**config.mk**
```make
export PLATFORM = sky130hd
export DESIGN_NAME = cfg_lut_gate
export DESIGN_NICKNAME = d
export VERILOG_FILES = /design/src/rtl/cfg_lut_gate_pkg.sv /design/src/rtl/cfg_lut_gate_lut_channel.sv /design/src/rtl/cfg_lut_gate.sv
export SDC_FILE = /design/constraint.sdc
export NUM_CORES = 1
export LEC_CHECK = 0
export CAP_MARGIN = 20
export CORE_MARGIN = 3
export CORE_UTILIZATION = 25
export CTS_BUF_LIST = sky130_fd_sc_hd__clkbuf_16
export DETAILED_ROUTE_END_ITERATION = 6
export GPL_ROUTABILITY_DRIVEN = 0
export PLACE_DENSITY = 0.45
export SLEW_MARGIN = 0
export SYNTH_ARGS = -nofsm -noshare
export SYNTH_HDL_FRONTEND = slang
export SYNTH_SLANG_ARGS = --single-unit
```
**constraint.sdc**
```tcl
create_clock -name clk -period 2.1 [get_ports clk]
set_clock_uncertainty 0.1 [all_clocks]
set_input_delay 0.315 -clock clk [delete_from_list [all_inputs] [get_ports clk]]
set_output_delay 0.315 -clock clk [all_outputs]
set_load 0.01 [all_outputs]
```
**src/rtl/cfg_lut_gate_pkg.sv**
```systemverilog
// Shared types for the configurable LUT gate: FSM state encoding and bit-counter sizing.
package cfg_lut_gate_pkg;

   typedef enum logic [1:0] {
      S_IDLE = 2'd0,
      S_LOAD = 2'd1,
      S_DONE = 2'd2,
      S_RUN  = 2'd3
   } state_t;

   // Counter must reach nbits itself, hence the +1.
   function automatic int unsigned cnt_width(input int unsigned nbits);
      return $clog2(nbits + 1);
   endfunction

endpackage

```
**src/rtl/cfg_lut_gate_lut_channel.sv**
```systemverilog
// One logic channel: selects one bit of its truth-table slice by the K-bit index.
module lut_channel #(
   parameter int unsigned K = 3
) (
   input  logic [(1<<K)-1:0] tbl,
   input  logic [K-1:0]      idx,
   output logic              o
);

   assign o = tbl[idx];

endmodule

```
**src/rtl/cfg_lut_gate.sv**
```systemverilog
// Serially configured CH-channel, K-input LUT gate with load FSM and optional output register.
module cfg_lut_gate
   import cfg_lut_gate_pkg::*;
#(
   parameter int unsigned K       = 3,
   parameter int unsigned CH      = 2,
   parameter bit          REG_OUT = 1'b1
) (
   input  logic            clk,
   input  logic            rst,
   input  logic            cfg_start,
   input  logic            cfg_valid,
   input  logic            cfg_bit,
   output logic            cfg_busy,
   output logic            cfg_done,
   input  logic [CH*K-1:0] x,
   input  logic            en,
   output logic [CH-1:0]   y,
   output logic            y_valid
);

   localparam int unsigned TW    = 1 << K;
   localparam int unsigned NBITS = CH * TW;
   localparam int unsigned CW    = cnt_width(NBITS);

   state_t            state;
   logic [NBITS-1:0]  tbl;
   logic [CW-1:0]     cnt;
   logic [CH-1:0]     lut_y;
   logic [CH-1:0]     y_r;
   logic              y_valid_r;

   for (genvar c = 0; c < CH; c++) begin : g_ch
      lut_channel #(.K(K)) u_ch (
         .tbl (tbl[c*TW +: TW]),
         .idx (x[c*K +: K]),
         .o   (lut_y[c])
      );
   end

   // Load FSM, shift register, bit counter and registered result path.
   always_ff @(posedge clk) begin
      if (rst) begin
         state     <= S_IDLE;
         tbl       <= '0;
         cnt       <= '0;
         y_r       <= '0;
         y_valid_r <= 1'b0;
         cfg_done  <= 1'b0;
      end else begin
         cfg_done  <= 1'b0;
         y_valid_r <= 1'b0;
         case (state)
            S_IDLE: begin
               if (cfg_start) begin
                  state <= S_LOAD;
                  cnt   <= '0;
               end
            end
            S_LOAD: begin
               if (cfg_valid) begin
                  tbl <= {cfg_bit, tbl[NBITS-1:1]};
                  cnt <= cnt + CW'(1);
                  if (cnt == CW'(NBITS - 1)) begin
                     state    <= S_DONE;
                     cfg_done <= 1'b1;
                  end
               end
            end
            S_DONE: state <= S_RUN;
            S_RUN: begin
               // A reload request pre-empts any evaluation in the same cycle.
               if (cfg_start) begin
                  state <= S_LOAD;
                  cnt   <= '0;
               end else if (en) begin
                  y_r       <= lut_y;
                  y_valid_r <= 1'b1;
               end
            end
            default: state <= S_IDLE;
         endcase
      end
   end

   assign cfg_busy = (state == S_LOAD);

   if (REG_OUT) begin : g_reg
      assign y       = y_r;
      assign y_valid = y_valid_r;
   end else begin : g_comb
      assign y       = (state == S_RUN) ? lut_y : '0;
      assign y_valid = (state == S_RUN) & en;
   end

endmodule

```
**After elaboration in Yosys (flattened, before gate mapping)**

Cells that the tools add are included.
W data, S select, Z words.

- Latch bits: 0
- Flip-flop bits (word level): 27
- ROM bits: 0
- Input bits: 12
- Word-level logic and storage cells: 42
- Bits in writable memories: 0
- Memories: 0
- Output and inout port bits: 5

- Mux-type cells: 13
- Reductions and logical operators: 9
- Multipliers: 0
- Equality and inequality tests: 7
- Div/mod/pow operators: 0
- $lt $le $gt $ge: 2
- Shift-type cells: 0
- Bitwise logic cells: 4
- $add $sub $neg: 1

Operators by type and width:

| kind | count |
|---|---|
| $mux W5 | 2 |
| $pmux W5 S2 | 1 |
| $reduce_and A3 Y1 | 3 |
| $lt A3 B4 Y1 const B | 2 |
| $bmux W1 S3 | 2 |
| $mux W2 | 3 |
| $pmux W2 S3 | 1 |
| $reduce_or A3 Y1 | 2 |
| $add A5 B1 Y5 const B | 1 |
| $eq A5 B4 Y1 const B | 1 |
| $eq A2 B2 Y1 const B | 2 |
| $mux W1 | 4 |
| $ne A2 B1 Y1 const B | 2 |
| $not A1 Y1 | 4 |
| $eq A2 B1 Y1 const B | 1 |
| $logic_not A2 Y1 | 1 |
| $ne A2 B2 Y1 const B | 1 |
| $reduce_and A2 Y1 | 1 |
| $reduce_bool A2 Y1 | 1 |
| $reduce_or A2 Y1 | 1 |

**Depth between registers and ports, before layout**

- Depth after elaboration: 4
- Depth in mapped cells: 7
- Depth with buffers taken out: 6

**Cells and area by module**

From an unflattened synthesis, not the netlist that was laid out.

- Cells, all modules: 133
- Area total of the unflattened synthesis: 1,209.9 µm²

By module, submodules not included:

| module | instances | cells an instance | area each (µm²) | seq. area each (µm²) |
|---|---|---|---|---|
| cfg_lut_gate | 1 | 127 | 1,082.3 | 540.5 |
| lut_channel | 2 | 3 | 63.8 | 0.0 |

**Least setup slack after synthesis**

OpenSTA, ideal clock, no wires.

- Path type: reg2reg
- Start: register state[1]
- End: register cnt[3]
- Required time: 1.930 ns
- Clock period less this slack: 1.609 ns
- Buffers on the path: 0
- Data arrival time: 1.439 ns
- Setup slack: 0.491 ns
- Library setup time: 0.070 ns
- Cell stages (with the launch flop): 6
- Cell sequence: dfxtp_1 -> inv_1 -> ha_1 -> mux2i_1 -> or4_1 -> a21oi_1

- Longest elaborated chain between the ends: 4
- Elaborated cells on any way between the ends: 9
- Those cells by class: eq/ne: 4; mux: 1; reduce/logical: 4

RTL lines:

| element | line | RTL |
|---|---|---|
| from (decl) | cfg_lut_gate.sv:26 | `state_t state;` |
| from (signal assigned) | cfg_lut_gate.sv:44 | `state <= S_IDLE;` |
| from (signal assigned) | cfg_lut_gate.sv:56 | `state <= S_LOAD;` |
| from (signal assigned) | cfg_lut_gate.sv:65 | `state <= S_DONE;` |
| $eq A2 B2 Y1 / $logic_not A2 Y1 (equally long branches) | cfg_lut_gate.sv:53 | `case (state)` |
| $reduce_or A2 Y1 (no line) | -- |  |
| $ne A2 B1 Y1 (no line) / $reduce_bool A2 Y1 (equally long branches) | -- |  |
| $reduce_and A3 Y1 (no line) | -- |  |
| to (signal assigned) | cfg_lut_gate.sv:63 | `cnt <= cnt + CW'(1);` |
| to (decl) | cfg_lut_gate.sv:28 | `logic [CW-1:0] cnt;` |

Several ways; a longest one is shown, not always the timed one.
A chain may end at the register's enable or synchronous reset.

**Worst setup path after layout**

- Start: register state[0]
- End: output port cfg_busy

- Longest elaborated chain between the ends: 1

RTL lines:

| element | line | RTL |
|---|---|---|
| $eq A2 B1 Y1 | cfg_lut_gate.sv:86 | `assign cfg_busy = (state == S_LOAD);` |
| to (decl) | cfg_lut_gate.sv:14 | `output logic cfg_busy,` |

Every way passes these cells.

==> reports/results.txt <==
Final WL = 2850 um
Tightest Hold Check Type = reg2reg
Postcts setup bufs = 0
Detailed Routing Iterations Pass 1 = 4
Syn. warnings = 0
Clock slew at reported path FFs = 0.07 ns
Max-Cap Viols = 0
Post-route ant nets = 0
Worst-Skew Late Latency = 0.26 ns
VDD IR-drop max = 290 uV
CP Class = reg2out
Worst Tran Pin Value = 0.443 ns
Largest net degree at the start of global routing = 17
Hold slack = 0.354 ns
Routed len/inst = 12.3 um
# rows = 24
Htree depth = 1
Largest fanout on the critical path = 6
Worst Setup Start Kind = flip-flop
Final std cells w/o fill = 231
Setup TNS = 0 ns
Share of cells above drive strength 1 = 7.23%
Die area = 5780 um^2
# DRC = 0
R2r worst-path depth = 5
Cells after synthesis = 147
Layout Nets = 184
Buf/Inv on CP = 1
Final core utilization = 34.4%
Placed cells = 227
Tot GR Track Use = 10.2%
Most frequent cells in the layout = 37 x nand2_1, 27 x dfxtp_1, 21 x a21oi_1, 16 x clkdlybuf4s50_1, 7 x mux2i_1
RR Startpoint = state[1]
Final Hold Viols = 0
Hold-fix buffers, CTS = 0
Pleak = 0.562 nW
CTS root buffer = clkbuf_16
Syn Area/Cell = 8.34 um^2
Register area share after synthesis = 44.1%
Layout area overhead = 27.2%
Vias in the first global route = 1036
Fin crit period = 1.92 ns
Hpwl dp = 2150 um
I/O pin cnt = 17
Die height = 76.0 um
RSZ-0062 raised after global routing = no
Most common cell after layout, fill and taps aside = nand2_1
Critical path arrival = 1.51 ns
Initial cell density of the core = 27.0%
First-pass GRT wire length = 4820 um
Required time worst endpoint = 1.68 ns
Crit path depth = 2
Slowest cell on crit path = clkdlybuf4s50_1
Worst r2r dst = cnt[3]
Synth unique cells = 30
Worst-case clock buffer depth = 2
Max-slew headroom = 70.2%
Max incr delay on CP = 0.57 ns
Hold Crit Depth = 2
Global route total overflow = 0
Crit path cell chain = ha_1 > clkdlybuf4s50_1
WHS Endpoint = tbl[0]
Worst reg-to-reg setup slack = 0.33 ns
Port Buffers = 16
Cell Pwr Density = 916 nW/um^2
Dpl cell area = 1480 um^2
Initial antenna violation count = 0
CTS tree = yes
# setup viols final = 0
Post-Syn Area = 1230 um^2
Core Area = 4530 um^2
Final cell area excluding filler cells = 1560 um^2
CTS buffer count = 3
Outcome = complete, no violations
ANT cells = 0
1st-iter DRT viols = 77
Post-CTS sizing = 0
Sink Count = 27
Max Slew Vio Count = 0
Peak Freq = 521 MHz
Vias = 1055
Crit path capture type = output pin
Critical path's top delay family = buffers and inverters
Critical hold path startpoint = tbl[0]
Routed vias/inst = 4.57
Die Wd = 76.0 um
Seq cells post-synth = 27
Syn Nets = 164
Tcrit/Tclk final = 91.5%
Filler Cell Count = 470
[worst max-delay path by stage]
stage	end	startpoint	slack, ns
floorplan	cnt[3]	state[1]	0.49
global placement	y[1]	x[3]	0.26
detailed placement	y[1]	x[3]	0.23
CTS	cfg_busy	state[0]	0.16
global route	cfg_busy	state[1]	0.10
finish	cfg_busy	state[0]	0.18
[tightest hold or removal path: stages (launching register included)]
cell and delay, ns:
dfxtp_1 0.31, nand2_1 0.05, a21oi_1 0.05
[routing by layer]
layer	global-route usage (%)	wire (um)	up-vias
met5	0	0	-
met2	16.5	1290	24
met4	4.35	44	0
met1	12.8	1380	482
met3	2.84	130	5
li1	-	-	544
[layout make-up]
cell class,instances,area (um^2),area share (%)
Clock buffer,3,75.1,4.81
Clock inverter,1,3.75,0.241
Inverter,5,18.8,1.20
Multi-Input combinational cell,109,643,41.2
Sequential cell,27,541,34.6
Tap cell,65,81.3,5.21
Timing Repair Buffer,21,198,12.7
[synthesized netlist by cell type]
cell type   n  area share, %
a22oi_1     2            1.2
nor2b_1     6            3.1
nor3b_1     1           0.61
mux2i_1     7            5.7
and3_1      1           0.51
clkbuf_1    3           0.92
a32o_1      2            1.6
a2bb2oi_1   2            1.4
inv_1       5            1.5
mux2_2      2            1.8
nor2_1      3           0.92
or3_1       2            1.0
a21oi_1    21            8.6
and2_1      1           0.51
nand2_1    37             11
a31oi_1     1           0.51
a211oi_1    1           0.61
a221oi_1    1           0.71
nand3_1     1           0.41
o21ai_0     3            1.2
nor3_1      2           0.82
o21bai_1    1           0.61
buf_2       1           0.41
o31ai_1     2            1.2
a21boi_0    1           0.61
dfxtp_1    27             44
or2_2       2            1.0
ha_1        5            5.1
or4_1       2            1.2
buf_1       2           0.61
[state kept, by name, summed over array words and instances (netlist names)]
name,count
cnt,5
y_valid,1
tbl,16
cfg_done,1
state,2
y,2
[per-stage QoR]
stage                     setup slack [ns]  total power, mW
final                                0.179             1.43
after global routing                 0.103             1.52
after CTS                            0.157             1.45
after detailed placement             0.231             1.01
after global placement               0.256            0.995
after floorplan                      0.491            0.868
[power by group]
part | internal [mW] | switching [mW] | leakage [nW]
combinational | 0.180 | 0.231 | 0.301
clock | 0.255 | 0.177 | 0.0423
sequential | 0.554 | 0.0327 | 0.218
[kinds of logic (layout without fill, tap and decap cells)]
kind of cell | Yosys count | in the layout | share of synthesized area, %
compound gates | 37 | 37 | 18.4
simple gates | 58 | 58 | 21.4
flops | 27 | 27 | 44.1
buf+inv | 11 | 30 | 3.47
mux | 9 | 9 | 7.55
fa+ha+maj | 5 | 5 | 5.10
Power figures use the tool's default switching activity.
